## src/rtl/msg_frame_pkg.sv

```systemverilog
// Shared types and default widths for the message framing controller.
package msg_frame_pkg;

    localparam int DEF_COUNT_BITS = 16;
    localparam int DEF_DATA_W     = 32;

    typedef enum logic [1:0] {
        IDLE   = 2'd0,
        STREAM = 2'd1,
        DONE   = 2'd2
    } state_t;

endpackage

```

## src/rtl/msg_len_counter.sv

```systemverilog
// Beat counter with synchronous clear/enable and a terminal-beat flag.
module msg_len_counter
    import msg_frame_pkg::*;
#(
    parameter int NUM_COUNT_BITS = DEF_COUNT_BITS
) (
    input  logic                      clk,
    input  logic                      rst,
    input  logic                      i_clear,
    input  logic                      i_enable,
    input  logic [NUM_COUNT_BITS-1:0] i_terminal,
    output logic [NUM_COUNT_BITS-1:0] o_count,
    output logic                      o_is_last
);

    logic [NUM_COUNT_BITS-1:0] r_count;
    logic [NUM_COUNT_BITS:0]   w_count_plus1;

    always_ff @(posedge clk or posedge rst) begin
        if (rst) begin
            r_count <= '0;
        end else if (i_clear) begin
            r_count <= '0;
        end else if (i_enable) begin
            r_count <= r_count + 1'b1;
        end
    end

    // One extra bit so a terminal of all-ones never matches a wrapped count.
    assign w_count_plus1 = {1'b0, r_count} + 1'b1;
    assign o_is_last     = (w_count_plus1 == {1'b0, i_terminal});
    assign o_count       = r_count;

endmodule

```

## src/rtl/msg_frame_ctrl.sv

```systemverilog
// AXI-Stream message framer: forwards cfg_len beats and marks the last one.
// Optional upstream tlast cross-check enabled by MSG_FRAME_TLAST_CHECK_EN.
module msg_frame_ctrl
    import msg_frame_pkg::*;
#(
    parameter int NUM_COUNT_BITS = DEF_COUNT_BITS,
    parameter int DATA_W         = DEF_DATA_W
) (
    input  logic                      clk,
    input  logic                      rst,
    input  logic                      cfg_valid,
    output logic                      cfg_ready,
    input  logic [NUM_COUNT_BITS-1:0] cfg_len,
    input  logic                      s_tvalid,
    output logic                      s_tready,
    input  logic [DATA_W-1:0]         s_tdata,
    output logic                      m_tvalid,
    input  logic                      m_tready,
    output logic [DATA_W-1:0]         m_tdata,
    output logic                      m_tlast,
    output logic [NUM_COUNT_BITS-1:0] beat_count,
    output logic                      busy,
    output logic                      msg_done,
    output logic                      err_zero_len
`ifdef MSG_FRAME_TLAST_CHECK_EN
    ,
    input  logic                      s_tlast,
    output logic                      err_tlast
`endif
);

    state_t                    r_state;
    logic [NUM_COUNT_BITS-1:0] r_len;
    logic                      r_busy;
    logic                      r_msg_done;
    logic                      r_err_zero_len;

    logic w_streaming;
    logic w_cfg_accept;
    logic w_cfg_zero;
    logic w_beat;
    logic w_is_last;
    logic w_final;

    assign w_streaming  = (r_state == STREAM);
    assign w_cfg_accept = (r_state == IDLE) && cfg_valid && (cfg_len != '0);
    assign w_cfg_zero   = (r_state == IDLE) && cfg_valid && (cfg_len == '0);
    assign w_beat       = w_streaming && s_tvalid && m_tready;
    assign w_final      = w_beat && w_is_last;

    msg_len_counter #(
        .NUM_COUNT_BITS (NUM_COUNT_BITS)
    ) u_counter (
        .clk        (clk),
        .rst        (rst),
        .i_clear    (w_cfg_accept),
        .i_enable   (w_beat),
        .i_terminal (r_len),
        .o_count    (beat_count),
        .o_is_last  (w_is_last)
    );

    always_ff @(posedge clk or posedge rst) begin
        if (rst) begin
            r_state        <= IDLE;
            r_len          <= '0;
            r_busy         <= 1'b0;
            r_msg_done     <= 1'b0;
            r_err_zero_len <= 1'b0;
        end else begin
            r_msg_done     <= 1'b0;
            r_err_zero_len <= w_cfg_zero;
            case (r_state)
                IDLE: begin
                    if (w_cfg_accept) begin
                        r_len   <= cfg_len;
                        r_state <= STREAM;
                        r_busy  <= 1'b1;
                    end
                end
                STREAM: begin
                    if (w_final) begin
                        r_state    <= DONE;
                        r_msg_done <= 1'b1;
                    end
                end
                DONE: begin
                    r_state <= IDLE;
                    r_busy  <= 1'b0;
                end
                default: begin
                    r_state <= IDLE;
                    r_busy  <= 1'b0;
                end
            endcase
        end
    end

    // Data path is a zero-latency pass-through, gated off outside STREAM.
    assign cfg_ready    = (r_state == IDLE);
    assign s_tready     = w_streaming && m_tready;
    assign m_tvalid     = w_streaming && s_tvalid;
    assign m_tdata      = w_streaming ? s_tdata : '0;
    assign m_tlast      = m_tvalid && w_is_last;
    assign busy         = r_busy;
    assign msg_done     = r_msg_done;
    assign err_zero_len = r_err_zero_len;

`ifdef MSG_FRAME_TLAST_CHECK_EN
    logic r_err_tlast;

    always_ff @(posedge clk or posedge rst) begin
        if (rst) begin
            r_err_tlast <= 1'b0;
        end else begin
            r_err_tlast <= w_beat && (s_tlast != m_tlast);
        end
    end

    assign err_tlast = r_err_tlast;
`endif

endmodule

```

## config.mk

```make
export PLATFORM = sky130hd
export DESIGN_NAME = msg_frame_ctrl
export DESIGN_NICKNAME = d
export VERILOG_FILES = /design/src/rtl/msg_frame_pkg.sv /design/src/rtl/msg_len_counter.sv /design/src/rtl/msg_frame_ctrl.sv
export SDC_FILE = /design/constraint.sdc
export NUM_CORES = 1
export LEC_CHECK = 0
export CAP_MARGIN = 20
export CORE_ASPECT_RATIO = 1.75
export CORE_MARGIN = 5
export CORE_UTILIZATION = 30
export CTS_BUF_LIST = sky130_fd_sc_hd__clkbuf_4 sky130_fd_sc_hd__clkbuf_8
export CTS_CLUSTER_SIZE = 16
export DETAILED_ROUTE_END_ITERATION = 8
export SLEW_MARGIN = 20
export SYNTH_ARGS = -nofsm -noshare
export SYNTH_HDL_FRONTEND = slang
export SYNTH_HIERARCHICAL = 1
export SYNTH_SLANG_ARGS = --single-unit
```

## constraint.sdc

```tcl
create_clock -name clk -period 3.7 [get_ports clk]
set_input_delay 0.74 -clock clk [delete_from_list [all_inputs] [get_ports clk]]
set_output_delay 0.74 -clock clk [all_outputs]
set_load 0.05 [all_outputs]
```

### Yosys cells after proc, flatten, opt, wreduce, memory -nomap -nowiden

Index checks and enable logic that the tools add are counted.

* bits in registers: 37
* input bits: 53
* output and inout bits: 55
* word-level logic and storage cells: 38

* $add $sub $neg: 2
* equal/unequal tests: 4
* muxes and demuxes: 10
* bitwise logic cells: 1
* reductions and logical operators: 15

Operator list (number)
* 16-bit two-way mux: 2
* 32-bit two-way mux: 1
* 16-bit by 1-bit adder with 17-bit output (second input constant): 1
* 17-bit by 16-bit equality test with 1-bit output: 1
* 16-bit by 1-bit adder with 16-bit output (second input constant): 1
* 16-bit logical NOT: 1
* 16-bit nonzero test: 1
* 1-bit logical AND: 8
* 2-bit AND reduction: 3
* 2-bit two-way mux: 2
* 2-bit by 1-bit != test with 1-bit output (second input constant): 2
* 2-bit case mux with 2 select lines: 1
* 1-bit two-way mux: 3
* 2-bit by 1-bit equality test with 1-bit output (second input constant): 1
* 2-bit logical NOT: 1
* 1-bit case mux with 2 select lines: 1
* 2-bit nonzero test: 1
* 1-bit NOT: 1

### Depth between registers and ports, before layout

Gate-level depths: netlist of run 1.

* depth in word-level cells: 6
* mapped depth: 10
* mapped depth without buffers: 9

### By module

Netlist of run 1, hierarchy kept.

Modules (own cells, without submodules)
* msg_len_counter: times used 1, cells an instance 153, area an instance 1318.8 µm², sequential area each 400.4 µm²
* msg_frame_ctrl: times used 1, cells an instance 97, area an instance 1106.1 µm², sequential area each 525.5 µm²

### Least setup slack after synthesis of run 1

Ideal clock, no wire load.

* path kind: register -> output
* start point: register u_counter.r_count[0], in the netlist u_counter/o_count[0]
* end point: output port m_tlast
* data arrival time: 2.709 ns
* data required time: 2.960 ns
* path slack: 0.251 ns
* stages on the path, launching flop included: 9
* path buffers: 1
* cells stage by stage: dfrtp_1 > ha_1 > clkbuf_1 > nand2_1 > nor3_2 > xnor2_1 > a2111oi_0 > and4_1 > and3_1

* cells in the longest elaborated chain, start to end: 3

Ends and longest elaborated chain
* from (decl): RTL line msg_len_counter.sv:16 `logic [NUM_COUNT_BITS-1:0] r_count;`
* from (signal assigned): RTL line msg_len_counter.sv:25 `r_count <= r_count + 1'b1;`
* 16-bit by 1-bit adder with 17-bit output: RTL line msg_len_counter.sv:30 `assign w_count_plus1 = {1'b0, r_count} + 1'b1;`
* 17-bit by 16-bit equality test with 1-bit output: RTL line msg_len_counter.sv:31 `assign o_is_last = (w_count_plus1 == {1'b0, i_terminal});`
* net w_is_last: RTL line msg_frame_ctrl.sv:42 `logic w_is_last;`
* 1-bit logical AND: RTL line msg_frame_ctrl.sv:104 `assign m_tlast = m_tvalid && w_is_last;`
* to (decl): RTL line msg_frame_ctrl.sv:20 `output logic m_tlast,`

The timed path passes the listed nets, and every way through them passes these cells.

### Worst setup path after layout of run 1

* start point: register u_counter.r_count[3], in the netlist u_counter/o_count[3]
* end point: output port m_tlast

The elaborated chain is that of the path after synthesis.

==> results.cfg, run 1 <==
[outcome]
status = completed

[sta]
setup_viol = 0
maxSlewHeadroom_pct = 45.7
hold_violations = 0
layout_setup_ws_ns = 0.164
min_period_ns = 3.54
setup_tns_ns = 0
layout_worst_path_cycle_share_pct = 95.6
rsz0062_at_grt = false
fin_skew_ns = 0.00765
worst_pin_slew_ns = 0.814
drv_slew = 0
clock.fmax_mhz = 283

[clock_tree]
clockRootBuffer = clkbuf_8
cts.sink_count = 37
htree_levels = 2
numCtsBuffers = 5
clk_latency_ns = 0.30
ctsHoldBuffers = 0
cts_tree = yes
clk_pin_slew_worst_paths_ns = 0.07
cts_buffer_depth = 2

[setup_path]
worst-path-max-fanout = 12
crit_cells = 7
crit_path_top_delay_cell = dfrtp_1
endpoint_kind = output pin
cp.required_ns = 2.96
rr_worst_depth = 8
cp_data_arrival_time_ns = 2.80
path_class = register to output pin
cp_cell_sequence = nand4_4, o31a_1, or4b_1, a22oi_1, and4_1, and3_1, buf_12
worstSetupStartpointType = register
critPathMaxStageDelay_ns = 0.60
cp_top_family = simple AND/OR/NAND/NOR gates
path_buf_inv = 1

[floorplanning]
fp.dieW_um = 78.0
core_um2 = 7910
dieArea_um2 = 10100
start_util_pct = 30.7
rows = 43
die_h_um = 129
num_io_pins = 108

[global_route]
grt_pass1_wl_um = 12800
grt_pass1_vias = 2492
grt.overflow.total = 0
grtUsageTotal_pct = 16.6
grt_max_degree = 38
antenna_found_initial = 0

[logic_synthesis]
syn_nets = 304
seq_area_frac_synth_pct = 38.2
synth_common_cells = dfrtp_1, and2_1, nor2_1
synthTopCellsByArea = dfrtp_1, and2_1, xor2_1, mux2_4, xnor2_1
yosysTopAreaCellShare_pct = 38.2
netlist_instances = 250
synth_edf_count = 0
synthFlopType = dfrtp_1
yosys.cell_types.count = 52
post-synth-top-count-cell = dfrtp_1
syn_area_um2 = 2420
synth-async-reset-ratio_pct = 100
avgSynthCellArea_um2 = 9.70
synth-seq-cells = 37
synth_warnings = 6
post-synth-top-area-cell = dfrtp_1

[routing]
wl_per_cell_um = 18.5
drc = 0
postRouteAntennaNets = 0
wl_um = 8220
vias = 2318
via_per_inst = 5.22
drt_iter0_drc = 105
dr.pass1.iters = 4

[power_and_ir_drop]
vdd_ir_drop_max_v = 0.000185
powerDensity_nw_per_um2 = 453
p_clk_share_pct = 17.4
p_switching_uw = 664
intPower_uw = 994
power.total_mw = 1.66
power_frac_seq_pct = 37.1
p_comb_share_pct = 45.6
sw_frac_of_total_pct = 40.1
p_leak_nw = 1.51

[finish]
drive_gt1_share_pct = 12.1
post-route-util_pct = 46.3
antennaDiodeCount = 0
syn2layout_area_growth_pct = 51.0
fillers = 781
final_nets = 408

[placed_design]
dp_slack_ns = 0.491
portBuffers = 107
gp_congestion = 0.894
dpl.hpwl_um = 6710

[worst_hold_path]
hold_depth = 1
hp-class = register to register

[run]
drv_cap = 0
[flip-flops by register name (all words and copies together), names as in the netlist]
| register | count |
|---|---|
| busy | 1 |
| err_zero_len | 1 |
| msg_done | 1 |
| r_len | 16 |
| r_state | 2 |
| u_counter/o_count | 16 |
[worst register-to-register path, delay by kind of cell (launching register included)]
kind | cells | cell delay (ns)
AND/OR/NAND/NOR | 6 | 1.23
flip-flops | 1 | 0.60
AO/OA/AOI/OAI | 2 | 0.52
[timing repair]
action | 4_1_cts | 5_1_grt
resized for setup | 0 | 1
endpoints found under the setup margin | 0 | 1
setup buffers | 0 | 1
[placed cells by master, fill, tap and decap left out, types with 9 or more instances in the layout]
master,n
clkdlybuf4s50_1,104
dfrtp_1,37
and2_1,36
nor2_1,20
xor2_1,16
xnor2_1,12
nand2_1,11
and3_1,10
mux2_2,9
nand3_1,9
[cells by family after synthesis]
family	count (synthesis)	synth area share, %
flip-flops	37	38.2
AO/OA/AOI/OAI	26	7.59
multiplexers	18	9.34
XOR/XNOR	28	10.1
buffers and inverters	19	3.97
AND/OR/NAND/NOR	121	30.3
adder cells (fa/ha/maj)	1	0.516
[per-stage QoR]
step / hold WS (ns) / std cells / instance area [um^2]
floorplan: 0.448 / 250 / 2420
global placement: 0.485 / 436 / 3560
detailed placement: 0.486 / 436 / 3560
CTS: 0.491 / 443 / 3650
global route: 0.537 / 444 / 3660
finish: 0.487 / 444 / 3660
[per-layer routing]
metal | routed length (um) | GRT usage, % | vias up
met3 | 704 | 5.46 | 16
met4 | 312 | 8.66 | 0
met2 | 4520 | 32.1 | 119
met1 | 2680 | 14.8 | 1105
li1 | - | - | 1078
met5 | 0 | 0 | -
[power by group through the flow]
stage / sequential (mW) / combinational [mW] / clock, mW
6_report: 0.615 / 0.755 / 0.288
5_1_grt: 0.631 / 0.809 / 0.315
4_1_cts: 0.616 / 0.759 / 0.300
3_5_place_dp: 0.624 / 0.756 / 0
3_3_place_gp: 0.619 / 0.752 / 0
2_1_floorplan: 0.633 / 0.484 / 0
[cell type report]
| cell class | count | area, um^2 | share of cell area, % |
|---|---|---|---|
| multi-input cells | 194 | 1410 | 38.4 |
| repair buffers | 112 | 1110 | 30.4 |
| flip-flops and latches | 37 | 926 | 25.3 |
| well taps | 90 | 113 | 3.07 |
| clock buffers | 6 | 82.6 | 2.25 |
| inverters | 4 | 15.0 | 0.410 |
| clock inverters | 1 | 7.51 | 0.205 |
[path summary, 6_finish.rpt]
| path | start | to | slack, ns |
|---|---|---|---|
| max | u_counter/o_count[3] | m_tlast | 0.16 |
| min | r_state[1] | busy | 0.49 |
| max reg2reg | u_counter/o_count[3] | r_state[0] | 1.24 |
| min reg2reg | r_state[1] | busy | 0.49 |
| max in group asynchronous | rst | r_len[14] | 2.26 |
| min in group asynchronous | rst | u_counter/o_count[1] | 0.88 |
(Power assumes the default switching activity.)
==> run 2: changes to the inputs <==
--- a/config.mk
+++ b/config.mk
@@ -8,10 +8,11 @@
 export CAP_MARGIN = 20
 export CORE_ASPECT_RATIO = 1.75
 export CORE_MARGIN = 5
-export CORE_UTILIZATION = 30
+export CORE_UTILIZATION = 33
 export CTS_BUF_LIST = sky130_fd_sc_hd__clkbuf_4 sky130_fd_sc_hd__clkbuf_8
 export CTS_CLUSTER_SIZE = 16
 export DETAILED_ROUTE_END_ITERATION = 8
+export PLACE_DENSITY = 0.66
 export SLEW_MARGIN = 20
 export SYNTH_ARGS = -nofsm -noshare
 export SYNTH_HDL_FRONTEND = slang
==> run 2 against run 1 <==
Against the previous run:
- fmax is 0.39% higher
- sequential power rose by 0.8%
- sequential share of layout area fell by 0.12 points
- total power up 5.2%
- global-route usage up 1.0 points
- clock power rose by 25%
- register-to-register slack is essentially flat
- die area down 8.2%
- worst hold slack better by 0.0056 ns
- clock skew up 0.0025 ns
==> results.cfg, run 2 (synthesis results as in run 1) <==
[outcome]
status = completed

[power_and_ir_drop]
power.total_mw = 1.74
p_leak_nw = 1.51
powerDensity_nw_per_um2 = 473
vdd_ir_drop_max_v = 0.000257

[setup_path]
worstSetupStartpointType = register
worst-path-max-fanout = 8
critPathMaxStageDelay_ns = 0.51
endpoint_kind = output pin
cp_cell_sequence = nand4_1, or3_1, or4b_1, o211ai_1, and4_1, and3_1, buf_12
path_class = register to output pin
path_buf_inv = 1
crit_path_top_delay_cell = or4b_1
cp_data_arrival_time_ns = 2.78
cp_top_family = simple AND/OR/NAND/NOR gates
cp.required_ns = 2.96

[clock_tree]
clk_latency_ns = 0.30
htree_levels = 2
cts.sink_count = 37
cts_buffer_depth = 2
clockRootBuffer = clkbuf_8
numCtsBuffers = 5
clk_pin_slew_worst_paths_ns = 0.08
cts_tree = yes

[sta]
layout_worst_path_cycle_share_pct = 95.2
clock.fmax_mhz = 284
worst_pin_slew_ns = 0.807
setup_tns_ns = 0
fin_skew_ns = 0.0102
setup_viol = 0
rsz0062_at_grt = false
drv_slew = 0
min_period_ns = 3.52
layout_setup_ws_ns = 0.178
whs_ns = 0.493
hold_violations = 0
maxSlewHeadroom_pct = 46.2

[routing]
vias = 2309
postRouteAntennaNets = 0
wl_per_cell_um = 17.8
via_per_inst = 5.26
dr.pass1.iters = 4
drt_iter0_drc = 174
wl_um = 7810
drc = 0

[floorplanning]
fp.dieW_um = 74.8
dieArea_um2 = 9230
core_um2 = 7180
start_util_pct = 33.8
num_io_pins = 108
die_h_um = 123
rows = 41

[run]
drv_cap = 0

[worst_hold_path]
hp-class = register to register

[finish]
antennaDiodeCount = 0
final_common_cell = clkdlybuf4s50_1
layout_common_cells = clkdlybuf4s50_1, and2_1, dfrtp_1, nor2_1, xor2_1
fillers = 674
syn2layout_area_growth_pct = 52.0
drive_gt1_share_pct = 11.6
final_nets = 406
final_cells = 439

[global_route]
grtUsageTotal_pct = 17.6
grt_pass1_vias = 2455
grt_max_degree = 38
grt.overflow.total = 0
antenna_found_initial = 0
grt_pass1_wl_um = 12000

[placed_design]
dpl.hpwl_um = 6370
gp_congestion = 0.879
portBuffers = 107
dp_slack_ns = 0.423
place_inst = 431
[run 2: changes by cell type in the layout (fill, tap and decap cells not counted)]
cell,change
buf_4,-4
clkdlybuf4s50_1,+2
a2111oi_0,-1
a2111oi_1,+1
bufinv_16,+1
clkbuf_8,-1
clkinv_4,+1
dfrtp_1,-1
dfrtp_2,+1
ha_2,-1
ha_4,+1
[run 2: cell type report]
type / instances / area, um^2 / area share (%)
Clock inverter: 3 / 46.3 / 1.26
Inverter: 4 / 15.0 / 0.407
Timing Repair Buffer: 110 / 1100 / 29.9
Sequential cell: 37 / 927 / 25.2
Multi-Input combinational cell: 194 / 1420 / 38.4
Clock buffer: 5 / 68.8 / 1.87
Tap cell: 86 / 108 / 2.92
[run 2: report_power, final]
part / total (mW) / internal [mW] / switching [mW]
registers: 0.620 / 0.492 / 0.129
clock network: 0.359 / 0.202 / 0.158
logic: 0.765 / 0.364 / 0.401
[run 2: what timing repair did]
item	CTS	global route
hold endpoints to repair	0	0
setup buffers	0	0
gates resized for setup	0	4
hold buffers	0	0
endpoints found under the setup margin	0	1
[run 2: metal layers]
metal | global-route usage (%) | vias up | routed length (um) | share of wire (%)
met5 | 0 | - | 0 | 0
met4 | 9.47 | 0 | 342 | 4.4
met3 | 6.59 | 24 | 772 | 9.9
met2 | 32.8 | 133 | 4200 | 54
met1 | 15.7 | 1073 | 2490 | 32
li1 | - | 1079 | - | -
[run 2: metrics by stage]
step	util [%]	cell area, um^2
after CTS	51.1	3670
after floorplan	-	2420
after global routing	51.3	3680
final	51.3	3680
after detailed placement	49.5	3550
after global placement	49.5	3550
[run 2: worst register-to-register path, delay by kind of cell (launching register included)]
kind | cells | cell delay, ns
and+or+nand+nor | 7 | 1.75
DFF | 1 | 0.49
AOI/OAI and AO/OA | 1 | 0.12
[run 2: worst paths after layout]
kind,cells past startpoint,end,start,slack (ns)
setup / recovery,7,m_tlast,u_counter/o_count[8],0.18
hold / removal,1,busy,r_state[1],0.49
setup reg to reg,8,r_state[0],u_counter/o_count[8],1.25
hold reg to reg,1,busy,r_state[1],0.49
max in group asynchronous,2,r_len[2],rst,2.28
min in group asynchronous,2,u_counter/o_count[13],rst,0.85
==> run 3: changes to the inputs <==
--- a/config.mk
+++ b/config.mk
@@ -12,6 +12,7 @@
 export CTS_BUF_LIST = sky130_fd_sc_hd__clkbuf_4 sky130_fd_sc_hd__clkbuf_8
 export CTS_CLUSTER_SIZE = 16
 export DETAILED_ROUTE_END_ITERATION = 8
+export GPL_TIMING_DRIVEN = 0
 export PLACE_DENSITY = 0.66
 export SLEW_MARGIN = 20
 export SYNTH_ARGS = -nofsm -noshare
==> run 3 against run 2 <==
Against the previous run:
- critical path depth up 2
- sequential power is 4.2% lower
- design area rose by 0.61%
- final cell count rose by 2.3%
- worst hold slack better by 0.011 ns
- sequential share of layout area shrank 0.15 points
- routed wire length down 2.8%
- via count rose by 1.5%
- fmax increased by 1.5%
- combinational power is 4.1% higher
- clock power is 19% lower
==> results.cfg, run 3 (synthesis results as in run 1) <==
[setup_path]
path_buf_inv = 3
r2r_start = r_state[1]
path_class = register to output pin
cp.required_ns = 2.96
crit_path_top_delay_cell = o41ai_1
cp_cell_sequence = buf_4, nand4_1, buf_2, o41ai_1, o311ai_0, o211ai_1, and4_2, and3_1, buf_2
cp_common_cell = buf_2
crit_path_start = u_counter/o_count[8]
worst-path-max-fanout = 10
cp_top_family = compound AO/OA/AOI/OAI gates
critPathMaxStageDelay_ns = 0.43
worstSetupStartpointType = register
endpoint_kind = output pin
cp_data_arrival_time_ns = 2.73

[routing]
wl_um = 7590
via_per_inst = 5.22
dr.pass1.iters = 4
drc = 0
drt_iter0_drc = 116
postRouteAntennaNets = 0
wl_per_cell_um = 16.9
vias = 2344

[floorplanning]
num_io_pins = 108
start_util_pct = 33.8
fp.dieW_um = 74.8
rows = 41
die_h_um = 123
dieArea_um2 = 9230
core_um2 = 7180

[finish]
antennaDiodeCount = 0
drive_gt1_share_pct = 12.1
final_common_cell = clkdlybuf4s50_1
finalInstanceArea_um2 = 3710
syn2layout_area_growth_pct = 52.9
layout_common_cells = clkdlybuf4s50_1, and2_1, dfrtp_1, nor2_1, xor2_1
final_nets = 417
final_cells = 449

[run]
drv_cap = 0

[global_route]
grt_max_degree = 22
grt.overflow.total = 0
grtUsageTotal_pct = 17.6
grt_pass1_wl_um = 12200
grt_pass1_vias = 2519
antenna_found_initial = 0

[worst_hold_path]
hp-start = r_state[1]
hp-class = register to register

[placed_design]
dpl.hpwl_um = 6200
gp_congestion = 0.836
placed_area_um2 = 3600
portBuffers = 107
place_inst = 443

[power_and_ir_drop]
p_leak_nw = 1.54
sw_frac_of_total_pct = 39.2
p_clk_share_pct = 17.3
p_comb_share_pct = 47.3
power.total_mw = 1.68
power_frac_seq_pct = 35.3
powerDensity_nw_per_um2 = 453
p_switching_uw = 659
intPower_mw = 1.02
vdd_ir_drop_max_v = 0.000205

[clock_tree]
clockRootBuffer = clkbuf_8
cts_tree = yes
post-cts-setup-buffers = 0
cts.sink_count = 37
htree_levels = 2
cts_buffer_depth = 2
numCtsBuffers = 5
clk_pin_slew_worst_paths_ns = 0.07
clk_latency_ns = 0.29

[sta]
drv_slew = 0
setup_viol = 0
maxSlewHeadroom_pct = 46.5
worst_pin_slew_ns = 0.801
fin_skew_ns = 0.00545
layout_worst_path_cycle_share_pct = 93.8
clock.fmax_mhz = 288
min_period_ns = 3.47
hold_violations = 0
rsz0062_at_grt = false

[outcome]
status = completed
-- run 3: timing repair --
action	in CTS	in global routing
pin swaps	0	1
gates resized for setup	5	6
gates cloned	0	0
endpoints found under the setup margin	1	1
hold buffers	0	0
-- run 3: power by group through the flow --
| stage | logic, mW | clock network [mW] | registers, mW |
|---|---|---|---|
| 6_report | 0.796 | 0.292 | 0.594 |
| 5_1_grt | 0.857 | 0.319 | 0.609 |
| 4_1_cts | 0.789 | 0.304 | 0.591 |
| 3_5_place_dp | 0.782 | 0 | 0.597 |
| 3_3_place_gp | 0.773 | 0 | 0.595 |
| 2_1_floorplan | 0.484 | 0 | 0.633 |
-- run 3: final timing paths --
| kind | end | slack (ns) | cells past startpoint |
|---|---|---|---|
| max | m_tlast | 0.23 | 9 |
| min in group asynchronous | u_counter/o_count[14] | 0.86 | 2 |
| max in group asynchronous | busy | 2.26 | 2 |
| max reg2reg | u_counter/o_count[15] | 1.06 | 8 |
| min reg2reg | busy | 0.50 | 1 |
| min | busy | 0.50 | 1 |
-- run 3: worst reg2reg max path, cell delays in order, from the launching register on --
cell and delay (ns):
dfrtp_1 0.40, nor2b_1 0.12, clkbuf_1 0.29, and3_1 0.20, clkbuf_1 0.44, nand3_1 0.38
nor4_1 0.46, xnor2_1 0.17, nor2_1 0.06
-- run 3: metal layers --
| layer | vias to the layer above | routed length (um) | track usage [%] |
|---|---|---|---|
| li1 | 1103 | - | - |
| met1 | 1120 | 2510 | 16.8 |
| met2 | 108 | 4100 | 31.8 |
| met3 | 13 | 765 | 7.40 |
| met4 | 0 | 210 | 7.80 |
| met5 | - | 0 | 0 |
-- run 3: area by class of cell --
class,count,area [um^2]
timing repair buffer,107,1070
buffer,14,77.6
inverter,4,15.0
sequential,37,927
tap,86,108
fill,707,3470
clock buffer,7,90.1
multi-input combinational,194,1420
-- run 3: through the flow --
stage	hold slack [ns]	setup TNS, ns	utilization [%]	worst slack [ns]
final	0.503	0	51.6	0.229
after global routing	0.543	0	51.6	0.0336
after CTS	0.511	0	51.4	0.0816
after detailed placement	0.501	-0.296	50.2	-0.296
after global placement	0.487	-0.315	50.2	-0.315
after floorplan	0.448	0	-	0.251
